--- config.mk ---
export PLATFORM = sky130hd
export DESIGN_NAME = controller_pio_pulse
export DESIGN_NICKNAME = d
export VERILOG_FILES = /design/src/rtl/controller_pio_pkg.sv /design/src/rtl/controller_pio_pulse_timer.sv /design/src/rtl/controller_pio_pulse.sv
export SDC_FILE = /design/constraint.sdc
export NUM_CORES = 1
export LEC_CHECK = 0
export ABC_AREA = 1
export CORE_AREA = 2 2 77 93
export DETAILED_ROUTE_END_ITERATION = 6
export DIE_AREA = 0 0 79 95
export DONT_BUFFER_PORTS = 1
export PLACE_DENSITY_LB_ADDON = 0.12
export SYNTH_ARGS = -nofsm -noshare
export SYNTH_HDL_FRONTEND = slang
export SYNTH_SLANG_ARGS = --single-unit
export TNS_END_PERCENT = 20
--- constraint.sdc ---
create_clock -name clk -period 2.6 [get_ports clk]
set_clock_uncertainty 0.05 [all_clocks]
set_input_delay 0.39 -clock clk [delete_from_list [all_inputs] [get_ports clk]]
set_output_delay 0.39 -clock clk [all_outputs]
set_load 0.01 [all_outputs]
--- src/rtl/controller_pio_pkg.sv ---
// Register map and STATUS field positions for the controller output PIO.
package controller_pio_pkg;

   localparam int unsigned ADDR_WIDTH = 3;
   localparam int unsigned BUS_WIDTH  = 32;

   localparam logic [ADDR_WIDTH-1:0] ADDR_DATA      = 3'd0;
   localparam logic [ADDR_WIDTH-1:0] ADDR_STATUS    = 3'd1;
   localparam logic [ADDR_WIDTH-1:0] ADDR_PULSE_LEN = 3'd2;
   localparam logic [ADDR_WIDTH-1:0] ADDR_PULSE     = 3'd3;
   localparam logic [ADDR_WIDTH-1:0] ADDR_SET       = 3'd4;
   localparam logic [ADDR_WIDTH-1:0] ADDR_CLEAR     = 3'd5;
   localparam logic [ADDR_WIDTH-1:0] ADDR_TOGGLE    = 3'd6;
   localparam logic [ADDR_WIDTH-1:0] ADDR_RSVD      = 3'd7;

   localparam int unsigned ST_BUSY   = 0;
   localparam int unsigned ST_DONE   = 1;
   localparam int unsigned ST_IRQ_EN = 2;

endpackage

--- src/rtl/controller_pio_pulse_timer.sv ---
// One-shot down-counter: load starts/retriggers, cancel abandons, expire_c marks the last cycle.
module controller_pio_pulse_timer #(
   parameter int unsigned CNT_WIDTH = 16
) (
   input  logic                 clk,
   input  logic                 reset,
   input  logic                 load,
   input  logic [CNT_WIDTH-1:0] len,
   input  logic                 cancel,
   output logic                 busy,
   output logic                 expire_c
);

   logic [CNT_WIDTH-1:0] cnt_q, cnt_d;
   logic                 busy_q, busy_d;

   assign expire_c = busy_q && (cnt_q == CNT_WIDTH'(1));
   assign busy     = busy_q;

   // Load wins over expiry so a PULSE write in the expire cycle starts a fresh pulse.
   always_comb begin
      cnt_d  = cnt_q;
      busy_d = busy_q;
      if (load) begin
         cnt_d  = len;
         busy_d = 1'b1;
      end else if (cancel || expire_c) begin
         cnt_d  = '0;
         busy_d = 1'b0;
      end else if (busy_q) begin
         cnt_d = cnt_q - CNT_WIDTH'(1);
      end
   end

   // Counter and busy state.
   always_ff @(posedge clk or posedge reset) begin
      if (reset) begin
         cnt_q  <= '0;
         busy_q <= 1'b0;
      end else begin
         cnt_q  <= cnt_d;
         busy_q <= busy_d;
      end
   end

endmodule

--- src/rtl/controller_pio_pulse.sv ---
// Avalon-MM output PIO with SET/CLEAR/TOGGLE ports and a hardware one-shot pulse engine.
module controller_pio_pulse
   import controller_pio_pkg::*;
#(
   parameter int unsigned DATA_WIDTH    = 10,
   parameter int unsigned CNT_WIDTH     = 16,
   parameter int unsigned RESET_VALUE   = 0,
   parameter int unsigned PULSE_DEFAULT = 1000
) (
   input  logic                  clk,
   input  logic                  reset,
   input  logic [2:0]            address,
   input  logic                  chipselect,
   input  logic                  write_n,
   input  logic [31:0]           writedata,
   output logic [31:0]           readdata,
   output logic [DATA_WIDTH-1:0] out_port,
   output logic                  irq
);

   logic [DATA_WIDTH-1:0] out_q, out_d;
   logic [DATA_WIDTH-1:0] mask_q, mask_d;
   logic [CNT_WIDTH-1:0]  len_q, len_d;
   logic                  done_q, done_d;
   logic                  irq_en_q, irq_en_d;
   logic                  irq_q, irq_d;

   logic                  wr_c;
   logic [DATA_WIDTH-1:0] w_data_c;
   logic [CNT_WIDTH-1:0]  w_len_c;
   logic                  load_c, cancel_c, busy, expire_c;
   logic                  unused_wdata;

   assign wr_c         = chipselect & ~write_n;
   assign w_data_c     = writedata[DATA_WIDTH-1:0];
   assign w_len_c      = writedata[CNT_WIDTH-1:0];
   assign unused_wdata = ^writedata;

   controller_pio_pulse_timer #(
      .CNT_WIDTH (CNT_WIDTH)
   ) u_timer (
      .clk      (clk),
      .reset    (reset),
      .load     (load_c),
      .len      (len_q),
      .cancel   (cancel_c),
      .busy     (busy),
      .expire_c (expire_c)
   );

   // Expiry is applied first, then the bus write acts on the result.
   always_comb begin
      out_d    = out_q;
      mask_d   = mask_q;
      done_d   = done_q;
      irq_en_d = irq_en_q;
      len_d    = len_q;
      load_c   = 1'b0;
      cancel_c = 1'b0;

      if (expire_c) begin
         out_d  = out_q & ~mask_q;
         mask_d = '0;
      end

      // A done-clear racing a fresh expiry loses, so done stays set.
      if (wr_c && (address == ADDR_STATUS) && writedata[ST_DONE]) done_d = 1'b0;
      if (expire_c) done_d = 1'b1;

      if (wr_c) begin
         case (address)
            ADDR_DATA: begin
               out_d    = w_data_c;
               mask_d   = '0;
               cancel_c = 1'b1;
            end
            ADDR_STATUS:    irq_en_d = writedata[ST_IRQ_EN];
            ADDR_PULSE_LEN: len_d = (w_len_c == '0) ? CNT_WIDTH'(1) : w_len_c;
            ADDR_PULSE: begin
               if (w_data_c != '0) begin
                  out_d  = out_d | w_data_c;
                  mask_d = mask_d | w_data_c;
                  load_c = 1'b1;
               end
            end
            ADDR_SET:    out_d = out_d | w_data_c;
            ADDR_CLEAR: begin
               out_d    = out_d & ~w_data_c;
               mask_d   = mask_d & ~w_data_c;
               cancel_c = (mask_d == '0);
            end
            ADDR_TOGGLE: out_d = out_d ^ w_data_c;
            default: ;
         endcase
      end

      irq_d = done_q & irq_en_q;
   end

   // Register state.
   always_ff @(posedge clk or posedge reset) begin
      if (reset) begin
         out_q    <= DATA_WIDTH'(RESET_VALUE);
         mask_q   <= '0;
         len_q    <= CNT_WIDTH'(PULSE_DEFAULT);
         done_q   <= 1'b0;
         irq_en_q <= 1'b0;
         irq_q    <= 1'b0;
      end else begin
         out_q    <= out_d;
         mask_q   <= mask_d;
         len_q    <= len_d;
         done_q   <= done_d;
         irq_en_q <= irq_en_d;
         irq_q    <= irq_d;
      end
   end

   // Zero-latency read mux.
   always_comb begin
      readdata = '0;
      case (address)
         ADDR_DATA:      readdata = BUS_WIDTH'(out_q);
         ADDR_STATUS: begin
            readdata[ST_BUSY]   = busy;
            readdata[ST_DONE]   = done_q;
            readdata[ST_IRQ_EN] = irq_en_q;
         end
         ADDR_PULSE_LEN: readdata = BUS_WIDTH'(len_q);
         ADDR_PULSE:     readdata = BUS_WIDTH'(mask_q);
         default:        readdata = '0;
      endcase
   end

   assign out_port = out_q;
   assign irq      = irq_q;

endmodule

Word-level counts from Yosys, hierarchy flattened
Index checks and enable logic that the tools add are counted.
Word-level totals
  register bits: 56
  logic and storage cells: 63
  input port bits: 39
Operators by class
  bitwise gates (word level): 11
  equality and inequality tests: 7
  reductions and logical operators: 13
  $add $sub $neg: 1
  multiplexer cells: 23
Operators by type and width (count)
  16-bit 2-to-1 mux: 4
  10-bit 2-to-1 mux: 6
  10-bit one-hot mux with 5 select lines: 1
  13-bit one-hot mux with 3 select lines: 1
  10-bit bitwise AND: 3
  10-bit one-hot mux with 3 select lines: 1
  10-bit NOT: 2
  10-bit bitwise OR: 2
  16-bit by 1-bit equality test with 1-bit output, second input constant: 1
  16-bit logical NOT: 1
  16-bit by 1-bit subtractor with 16-bit output, second input constant: 1
  3-bit one-hot mux with 4 select lines: 1
  10-bit logical NOT: 1
  10-bit nonzero test: 1
  10-bit bitwise XOR: 1
  3-bit equality test, second input constant: 3
  1-bit 2-to-1 mux: 8
  3-bit by 2-bit equality test with 1-bit output, second input constant: 2
  2-bit AND reduction: 2
  2-bit nonzero test: 2
  3-bit by 1-bit equality test with 1-bit output, second input constant: 1
  1-bit logical AND: 3
  3-bit logical NOT: 1
  3-bit nonzero test: 1
  4 further kinds: 5

Logic depth before layout (Yosys ltp)
Gate-level depths: netlist (run 1).
  depth in word-level cells: 10
  gate-level depth with buffers: 19

Modules after synthesis
Synthesis (run 1) repeated with hierarchy kept, for this count alone.
Unflattened totals
  cells, all modules: 711
  area total of the unflattened synthesis: 4688.2 um2
Modules (own cells, without submodules)
  controller_pio_pulse: sequential area each 983.4 um2, area each 3323.2 um2, instances 1, cells each 503
  controller_pio_pulse_timer: sequential area each 425.4 um2, area each 1365.1 um2, instances 1, cells each 208

Worst setup path before layout (run 1)
OpenSTA, ideal clock, no wires.
  path kind: reg2reg
  from: register u_timer.cnt_q[1]
  to: register out_q[0] (netlist: out_port[0])
  setup time: 0.134 ns
  slack: 0.182 ns
  arrival time: 2.234 ns
  required time: 2.416 ns
  cell stages (with the launch flop): 16
  clock period less this slack: 2.418 ns
  path buffers: 2
  path through: dfrtp_1 -> inv_1 -> ha_1 -> nand2_1 -> inv_1 -> nand2_1 -> nor2_1 -> nand2_2 -> buf_6 -> clkbuf_1 -> o21ai_0 -> ha_1 -> a221oi_1 -> o21ai_0 -> nand2_1 -> o21ai_1
On the way
  longest elaborated chain between the ends: 7
RTL lines
  start: declaration: RTL line controller_pio_pulse_timer.sv:14  | logic [CNT_WIDTH-1:0] cnt_q, cnt_d;
  start signal: assignment: RTL line controller_pio_pulse_timer.sv:41  | cnt_q <= cnt_d;
  16-bit by 1-bit equality test with 1-bit output (*): RTL line controller_pio_pulse_timer.sv:17  | assign expire_c = busy_q && (cnt_q == CNT_WIDTH'(1));
  1-bit logical AND (*): RTL line controller_pio_pulse_timer.sv:17
  10-bit 2-to-1 mux (*): RTL line controller_pio_pulse.sv:61  | if (expire_c) begin
  10-bit bitwise OR: RTL line controller_pio_pulse.sv:81, controller_pio_pulse.sv:86
  10-bit 2-to-1 mux: RTL line controller_pio_pulse.sv:80  | if (w_data_c != '0) begin
  10-bit one-hot mux with 5 select lines: RTL line controller_pio_pulse.sv:71  | case (address)
  10-bit 2-to-1 mux (*): RTL line controller_pio_pulse.sv:70  | if (wr_c) begin
  via out_d[0]: RTL line controller_pio_pulse.sv:21  | logic [DATA_WIDTH-1:0] out_q, out_d;
  end signal: assignment: RTL line controller_pio_pulse.sv:103  | out_q <= DATA_WIDTH'(RESET_VALUE);
  end signal: assignment: RTL line controller_pio_pulse.sv:110  | out_q <= out_d;
  end: declaration: RTL line controller_pio_pulse.sv:21
Mark *: on every way through the listed nets, which the timed path passes. The rest lies on a longest branch.
A chain may end at the register's enable or synchronous reset.

Worst setup path after layout (run 1)
  from: register u_timer.cnt_q[1]
  to: register out_q[8] (netlist: out_port[8])
Same word-level chain as after synthesis.

==> summary.md, run 1 <==
| Metric | Value |
|---|---|
| Status | `finished, final reports clean` |
| Port buffer count | `0` |
| CTS tree | `yes` |
| DRC viols | `0` |
| Family with the most delay on the worst path | `compound AO/OA/AOI/OAI gates` |
| First-pass GRT wire length | `16.89 mm` |
| Initial antenna violation count | `0` |
| CTS Buf Count | `5` |
| Actual slew at the worst max-slew pin | `700.8 ps` |
| Kind of critical path | `flip-flop to flip-flop` |
| Crit path launch type | `flip-flop` |
| Via count of the first global-routing pass | `3630` |
| LEAKAGE | `2.362 nW` |
| Post-DR vias/cell | `5.585` |
| Final instance area | `0.004364 mm^2` |
| Crit path max fanout | `31` |
| Critical path cell sequence | `inv_1 > ha_1 > nand2_1 > inv_1 > nand2_1 > nor2_1 > nand2_2 > buf_12 > o21ai_1 > ha_1 > a221oi_1 > o21ai_0 > nand2_1 > o21ai_1` |
| Overflow left after global routing | `0` |
| R2R Path Start | `u_timer.cnt_q[1]` |
| Max Cap Viol | `0` |
| CP peak stage delay | `390 ps` |
| Top-count cell post-synth | `nand2_1` |
| TNS Setup | `0 ps` |
| Dominant cells by area after synthesis | `dfrtp_1 30%, nand2_1 14%, inv_1 7.9%` |
| Max Slew Vio Count | `0` |
| GRT met1 Usage | `0.3571` |
| Placed inst area | `0.004222 mm^2` |
| Critical Path End Type | `flip-flop` |
| CORE AREA | `0.006689 mm^2` |
| Gr busiest metal | `met2` |
| CTS sink count | `56` |
| Met3 Track Usage GR | `0.04302` |
| Die ar. | `0.007505 mm^2` |
| Post-synth EDFFs | `0` |
| Die X | `79 um` |
| H-Tree Depth | `2` |
| Sum of buffers and inverters on the critical path | `3` |
| WL per Instance | `14.82 um` |
| Post-synth top area share | `0.3006` |
| WP data required | `2750 ps` |
| Most numerous cell on the critical path | `nand2_1` |
| Standard-cell rows | `33` |
| Hold crit path type | `primary input to flip-flop` |
| Drt initial violations | `250` |
| Crit share post-route | `0.9140` |
| I/O pin count | `82` |
| Clk Tree Root Cell | `clkbuf_8` |
| Fillers | `642` |
| Pin count of the biggest net entering global routing | `47` |
| RSZ-0062 raised after global routing | `yes` |
| Initial Util | `0.6223` |
| Worst Setup SP | `u_timer.cnt_q[1]` |
| Post-layout util | `0.6525` |
| Min cycle time layout | `2376 ps` |
| Hold Startpoint | `writedata[3]` |
| Register area share after synthesis | `0.3384` |
| Synth Flop Type | `dfrtp_1` |
| GR Util All Layers | `0.2847` |
| Max Freq | `420.8 MHz` |
| M2 GR Usage | `0.5056` |
| Area of the multi-input gates | `0.002241 mm^2` |
| Final setup violation count | `0` |
| CP max-delay cell | `dfrtp_1` |
| Yosys reg bits | `56` |
| Clk_lat worst skew | `310 ps` |
| Routability cong. | `0.8418` |
| Maximum VDD drop | `380.2 uV` |
| P&R area growth vs syn | `4.839%` |
| Layout cells sized above 1 | `0.1185` |
| Cells after Synth | `598` |
| Synth area leader | `dfrtp_1` |
| Total area of sequential cells | `0.001409 mm^2` |
| Total Wirelength | `10.17 mm` |
| Syn Std Cell Area | `0.004163 mm^2` |
| Die height | `95 um` |
| PD cells | `687.9 mW/mm^2` |
| Final nets | `659` |
| Final Hold Fails | `0` |
| Routed via count | `3831` |
| Clock Pin Slew Worst Setup and Hold Paths | `100 ps` |
| DP HPWL | `7.373 mm` |
| Synth Area per Inst | `6.961 um^2` |
| DRT Pass-1 Iters | `5` |
| Hold slack | `161.5 ps` |
| Post CTS Setup Buffer Count | `0` |
| Antenna Nets Post-Route | `0` |
| YS warnings | `0` |
| Synth top cells by count | `151 x nand2_1, 88 x inv_1, 50 x dfrtp_1, 50 x o21ai_0, 46 x nor2_1` |
| Final total power | `3.002 mW` |
| Critical Path AT | `2520 ps` |
| Inserted Diodes | `0` |
| Synth unique cells | `32` |
| Async SR Flop Fraction | `1.000` |
| Clock tree buffer depth | `2` |
| Slew margin rel. | `0.5323` |
==> flip-flops by register name (all words and copies together) (netlist names) <==
signal	count
done_q	1
irq	1
irq_en_q	1
len_q	16
mask_q	10
out_port	10
u_timer.busy	1
u_timer.cnt_q	16
==> final cells by class <==
type,count,share of cell area
clock buffers,8,0.02064
flip-flops and latches,56,0.3228
multi-input cells,420,0.5135
inverters,100,0.08601
well taps,87,0.02494
repair buffers,15,0.03211
==> layout by cell type, fill, tap and decap left out, drive strengths merged <==
cell type	n
nor2	51
inv	98
a2bb2oi	1
dlygate4sd3	1
a22oi	10
a21oi	12
buf	14
a221oi	10
nand4	20
clkbuf	8
o21ai	72
clkinv	2
nor3	4
a31oi	1
nand2	154
dfstp	6
nor4	1
conb	16
ha	22
nand3	46
dfrtp	50
==> repair_timing <==
| action | in CTS | in global routing |
|---|---|---|
| gates resized for setup | 0 | 15 |
| endpoints found under the setup margin | 0 | 13 |
| hold endpoints to repair | 10 | 0 |
| hold buffers | 1 | 0 |
==> per-stage QoR <==
step | std cells | setup slack [ps]
finish | 686 | 223.7
global route | 686 | -6.659
CTS | 686 | 94.83
detailed placement | 677 | 120.1
global placement | 677 | 188.6
floorplan | 613 | 182.2
==> report_power, final <==
| group | total (mW) | internal [mW] | switching (mW) |
|---|---|---|---|
| Combinational | 1.06 | 0.400 | 0.656 |
| Sequential | 1.44 | 1.15 | 0.290 |
| Clock | 0.506 | 0.219 | 0.287 |
| Total | 3.00 | 1.77 | 1.23 |
==> per-layer routing <==
layer | up-vias | routed length, um
met5 | - | 0
li1 | 1897 | -
met4 | 0 | 206
met1 | 1803 | 4227
met2 | 111 | 5248
met3 | 20 | 487
==> final timing paths <==
path                                      to  slack, ps  depth (start not counted)
max in group asynchronous          mask_q[3]       1240                          3
min                                mask_q[3]        160                          2
max                              out_port[8]        220                         14
max reg2reg                      out_port[8]        220                         14
min in group asynchronous  u_timer.cnt_q[14]        400                          2
min reg2reg                              irq        450                          2
==> cell families after synthesis <==
kind of cell	Yosys count	share of synthesized area
and+or+nand+nor	276	0.3030
AOI/OAI and AO/OA	106	0.1446
adders and majority gates	22	0.06612
buffers and inverters	137	0.1470
other	1	0.0009008
DFF	56	0.3384
Power figures use the tool's default switching activity.
==> run 2: changes to the inputs <==
Settings changed: CORE_AREA 2 2 77 93 to 2 2 80 97, DIE_AREA 0 0 79 95 to 0 0 82 99.
==> summary.md, run 2 (synthesis results as in run 1) <==
| Metric | Value |
|---|---|
| Crit share post-route | `0.9403` |
| Max Slew Vio Count | `0` |
| Most common cell after layout, fill and taps aside | `nand2_1` |
| Routability cong. | `0.8447` |
| CTS sink count | `56` |
| Kind of critical path | `flip-flop to flip-flop` |
| Maximum VDD drop | `357.5 uV` |
| Crit path launch type | `flip-flop` |
| Standard-cell rows | `34` |
| CP max-delay cell | `dfrtp_1` |
| CP peak stage delay | `390 ps` |
| Most frequent cells in the layout | `151 x nand2_1, 87 x inv_1, 50 x dfrtp_1` |
| Largest registers | `len_q: 16 flops, u_timer.cnt_q: 16 flops` |
| Status | `complete, but fails checks` |
| LEAKAGE | `2.362 nW` |
| Final setup violation count | `0` |
| Most numerous cell on the critical path | `nand2_1` |
| Clk Tree Root Cell | `clkbuf_8` |
| Post-DR vias/cell | `5.528` |
| Stages on the worst setup path | `14` |
| Initial Util | `0.5825` |
| RSZ-0062 raised after global routing | `yes` |
| GR Util All Layers | `0.2710` |
| Final total power | `3.014 mW` |
| CTS tree | `yes` |
| Critical R2R Capture | `out_port[1]` |
| CORE AREA | `0.007147 mm^2` |
| R2r worst-path depth | `14` |
| H-Tree Depth | `2` |
| Max Cap Viol | `0` |
| Min cycle time layout | `2445 ps` |
| Slew margin rel. | `0.5194` |
| Total Wirelength | `10.29 mm` |
| Die X | `82 um` |
| Final Hold Fails | `4` |
| Layout cells sized above 1 | `0.1119` |
| R2R Path Start | `u_timer.cnt_q[1]` |
| Actual slew at the worst max-slew pin | `720.2 ps` |
| Drt initial violations | `201` |
| Critical Path AT | `2590 ps` |
| Overflow left after global routing | `0` |
| Die ar. | `0.008118 mm^2` |
| Final instance area | `0.004353 mm^2` |
| DP HPWL | `7.415 mm` |
| CTS Buf Count | `5` |
| Clock Pin Slew Worst Setup and Hold Paths | `110 ps` |
| Worst Setup EP | `out_port[1]` |
| DRT Pass-1 Iters | `5` |
| Via count of the first global-routing pass | `3607` |
| Final worst slack | `155.3 ps` |
| Post CTS Setup Buffer Count | `0` |
| Max Freq | `409.1 MHz` |
| Hold crit path type | `primary input to async pin` |
| Die height | `99 um` |
| FF-to-FF setup slack | `160 ps` |
| Clock tree buffer depth | `2` |
| Post-layout util | `0.6091` |
| I/O pin count | `82` |
| WP data required | `2750 ps` |
| DRC viols | `0` |
| Family with the most delay on the worst path | `compound AO/OA/AOI/OAI gates` |
| Crit path max fanout | `31` |
| Sum of buffers and inverters on the critical path | `3` |
| Pin count of the biggest net entering global routing | `35` |
| Clk_lat worst skew | `310 ps` |
| Placed inst area | `0.004233 mm^2` |
| Port buffer count | `0` |
| Final nets | `659` |
| Initial antenna violation count | `0` |
| Worst Setup SP | `u_timer.cnt_q[1]` |
| Critical path cell sequence | `inv_1 > ha_1 > nand2_1 > inv_1 > nand2_1 > nor2_1 > nand2_2 > buf_12 > o21ai_1 > ha_1 > a221oi_1 > o21ai_0 > nand2_1 > o21ai_1` |
| Antenna Nets Post-Route | `0` |
| Post-Place Setup Slack | `102.1 ps` |
| PD cells | `692.4 mW/mm^2` |
| First-pass GRT wire length | `17.22 mm` |
| P&R area growth vs syn | `4.569%` |
| Routed via count | `3809` |
| Inserted Diodes | `0` |
| Failing checks | `negative hold slack` |
| Hold slack | `-3.589 ps` |
| Critical Path End Type | `flip-flop` |
| WL per Instance | `14.94 um` |
## run 2: cell types whose count changed in the layout (fill, tap and decap cells not counted)
cell           before  now
o21ai_2             9    3
o21ai_1            18   24
clkbuf_8            6    7
buf_4              12   13
dlygate4sd3_1       1    0
clkbuf_1            2    1
## run 2: cell type report
cell class	instances	area (um^2)
Sequential cell	56	1409
Tap cell	90	112.6
Timing Repair Buffer	15	137.6
Clock buffer	8	100.1
Multi-Input combinational cell	420	2218
Inverter	100	375.4
Fill cell	671	2794
## run 2: metal layers
layer | vias up | wire length, um | global-route usage
met3 | 13 | 492 | 0.04670
met2 | 97 | 5271 | 0.4703
li1 | 1895 | - | -
met1 | 1804 | 4358 | 0.3448
met5 | - | 0 | 0
met4 | 0 | 168 | 0.06923
## run 2: worst min path at each step
stage | startpoint | slack (ps) | endpoint
finish | reset | -4 | u_timer.cnt_q[8]
global route | reset | 40 | u_timer.cnt_q[9]
CTS | reset | 10 | u_timer.cnt_q[8]
detailed placement | reset | 350 | u_timer.cnt_q[2]
global placement | reset | 360 | u_timer.cnt_q[2]
floorplan | done_q | 400 | irq
## run 2: metrics by stage
stage	cells	TNS (ps)
2_1_floorplan	613	0
4_1_cts	689	0
5_1_grt	689	-135.6
3_3_place_gp	681	0
6_report	689	0
3_5_place_dp	681	0
## run 2: timing repair
item | in CTS | in global routing
hold buffers | 0 | 0
hold endpoints to repair | 0 | 0
setup endpoints to repair | 0 | 14
gates resized for setup | 0 | 9
## run 2: report_power, final
group          switching [mW]  leakage [nW]  internal (mW)  total, mW
Clock                   0.289        0.0515          0.244      0.533
Combinational           0.653          1.65          0.406       1.06
Sequential              0.272         0.662           1.15       1.42
==> run 3: changes to the inputs <==
Settings changed: CORE_AREA 2 2 80 97 to 2 2 81 99, DIE_AREA 0 0 82 99 to 0 0 83 101, SYNTH_HIERARCHICAL set to 1.
==> summary.md, run 3 <==
| Metric | Value |
|---|---|
| Status | `finished, final reports clean` |
| CTS Buf Count | `5` |
| Final worst slack | `47.71 ps` |
| Routed via count | `4608` |
| CP peak stage delay | `410 ps` |
| Synth Area per Inst | `6.594 um^2` |
| Standard-cell rows | `35` |
| Post-layout util | `0.6795` |
| Post-synth EDFFs | `0` |
| Register area share after synthesis | `0.3005` |
| CP max-delay cell | `dfrtp_1` |
| Final total power | `3.201 mW` |
| Top-count cell post-synth | `nand2_1` |
| Most frequent cells in the layout | `129 x nand2_1, 120 x inv_1, 83 x nor2_1` |
| Final setup violation count | `0` |
| Critical Path AT | `2720 ps` |
| Clk_lat worst skew | `320 ps` |
| Clock Pin Slew Worst Setup and Hold Paths | `100 ps` |
| Initial antenna violation count | `0` |
| DP HPWL | `9.282 mm` |
| LEAKAGE | `2.642 nW` |
| TNS Setup | `0 ps` |
| CTS sink count | `56` |
| Crit path launch type | `flip-flop` |
| Inst Count DP | `810` |
| Clk Tree Root Cell | `clkbuf_8` |
| Die ar. | `0.008383 mm^2` |
| Kind of critical path | `flip-flop to flip-flop` |
| Final Hold Fails | `0` |
| Routability cong. | `0.8841` |
| Most common cell after layout, fill and taps aside | `nand2_1` |
| Yosys reg bits | `56` |
| PD cells | `629.0 mW/mm^2` |
| Overflow left after global routing | `0` |
| Slew margin rel. | `0.5036` |
| Layout cells sized above 1 | `0.1562` |
| Via count of the first global-routing pass | `4344` |
| Antenna Nets Post-Route | `0` |
| Synth area leader | `dfrtp_1` |
| CORE AREA | `0.007488 mm^2` |
| Critical Path End Type | `flip-flop` |
| Clock tree buffer depth | `2` |
| Critical path cell sequence | `inv_2 > ha_4 > nand2_2 > inv_2 > nand2_4 > nor4_4 > buf_6 > nor2_2 > nand2_1 > nand2_1 > nor2_2 > nand3_2 > a21oi_2 > inv_2 > nand2_2 > a21oi_2 > a21oi_1 > nor2_1` |
| Crit path max fanout | `8` |
| H-Tree Depth | `2` |
| WP data required | `2770 ps` |
| Die X | `83 um` |
| Synth unique cells | `32` |
| DRC viols | `0` |
| Final nets | `790` |
| P&R area growth vs syn | `8.540%` |
| Most numerous cell on the critical path | `inv_2` |
| Synth Flop Type | `dfrtp_1` |
| Dominant cells by area after synthesis | `dfrtp_1 27%, nand2_1 11%, inv_1 10%` |
| Port buffer count | `0` |
| Post-synth top area share | `0.2669` |
| Placed inst area | `0.004862 mm^2` |
| CTS tree | `yes` |
| Largest registers | `len_q: 16 flops, u_timer/cnt_q: 16 flops` |
| Final instance area | `0.005089 mm^2` |
| First-pass GRT wire length | `19.70 mm` |
| Max Slew Vio Count | `0` |
| Actual slew at the worst max-slew pin | `741.8 ps` |
| GR Util All Layers | `0.2887` |
| Crit share post-route | `0.9817` |
| Syn Std Cell Area | `0.004688 mm^2` |
| Final Non-Filler Cells | `822` |
| Post-DR vias/cell | `5.606` |
| Async SR Flop Fraction | `1.000` |
| Min cycle time layout | `2552 ps` |
| Cells after Synth | `711` |
| Total Wirelength | `12.49 mm` |
| Pin count of the biggest net entering global routing | `35` |
| Inserted Diodes | `0` |
| YS warnings | `6` |
| Hold slack | `4.138 ps` |
| Max Freq | `391.8 MHz` |
| DRT Pass-1 Iters | `5` |
| Max Cap Viol | `0` |
| Synth top cells by count | `134 x nand2_1, 125 x inv_1, 89 x nor2_1` |
| I/O pin count | `82` |
| Drt initial violations | `242` |
| WL per Instance | `15.20 um` |
| Hold crit path type | `primary input to async pin` |
| Initial Util | `0.6261` |
| Maximum VDD drop | `449.8 uV` |
| Die height | `101 um` |
| Post-Place Setup Slack | `0.1859 ps` |
| RSZ-0062 raised after global routing | `yes` |
==> run 3: cell count changes after synthesis, sizes merged, moves of 22 or more <==
cell and delta:
inv +29, o21ai -46, a21oi +48, nand3 +22, nor2 +43
==> run 3: kinds of logic (layout without fill, tap and decap cells) <==
group	after synthesis	in the layout	synth area share
AO/OA/AOI/OAI	114	115	0.1489
other	1	16	0.0007999
buffers and inverters	176	179	0.1665
adder cells (fa/ha/maj)	22	22	0.05871
AND/OR/NAND/NOR	340	340	0.3208
XOR/XNOR	2	2	0.003737
flip-flops	56	56	0.3005
==> run 3: area by class of cell <==
cell class                 instances  area [um^2]
inverter                         129        484.2
sequential                        56         1409
fill                             673         2400
multi-input combinational        495         2655
tap                               92        115.1
clock buffer                       6        72.57
timing repair buffer              42        340.3
clock inverter                     2        12.51
==> run 3: what timing repair did <==
item | in CTS | in global routing
buffers inserted | 0 | 1
pin swaps | 1 | 9
gates resized for setup | 5 | 30
hold buffers | 1 | 0
setup endpoints to repair | 11 | 23
cloned | 2 | 0
hold endpoints to repair | 8 | 0
==> run 3: final timing paths <==
check,start,endpoint,slack [ps],cells past startpoint
max,u_timer/cnt_q[1],u_timer/cnt_q[8],50,18
min,reset,u_timer/cnt_q[0],4,1
max reg2reg,u_timer/cnt_q[1],u_timer/cnt_q[8],50,18
min reg2reg,irq_en_q,irq,460,2
max in group asynchronous,reset,len_q[7],1330,3
min in group clk,writedata[13],len_q[13],140,2
==> run 3: metal layers <==
layer,track usage,wire (um),vias up
met2,0.5323,6503,182
met3,0.04259,728,36
met4,0.1387,395,0
li1,-,-,2268
met1,0.3275,4867,2122
met5,0,0,-
==> run 3: where the power goes <==
part,switching [mW],internal (mW),total [mW]
sequential,0.240,1.13,1.37
clock,0.292,0.189,0.482
combinational,0.805,0.540,1.34
total,1.34,1.86,3.20
==> run 3: worst max-delay path, delay by kind of cell, from the launching register on <==
kind            cells  cell delay, ps
compound gates      3             440
fa+ha+maj           1             120
buf+inv             4             410
flops               1             410
simple gates       10            1020
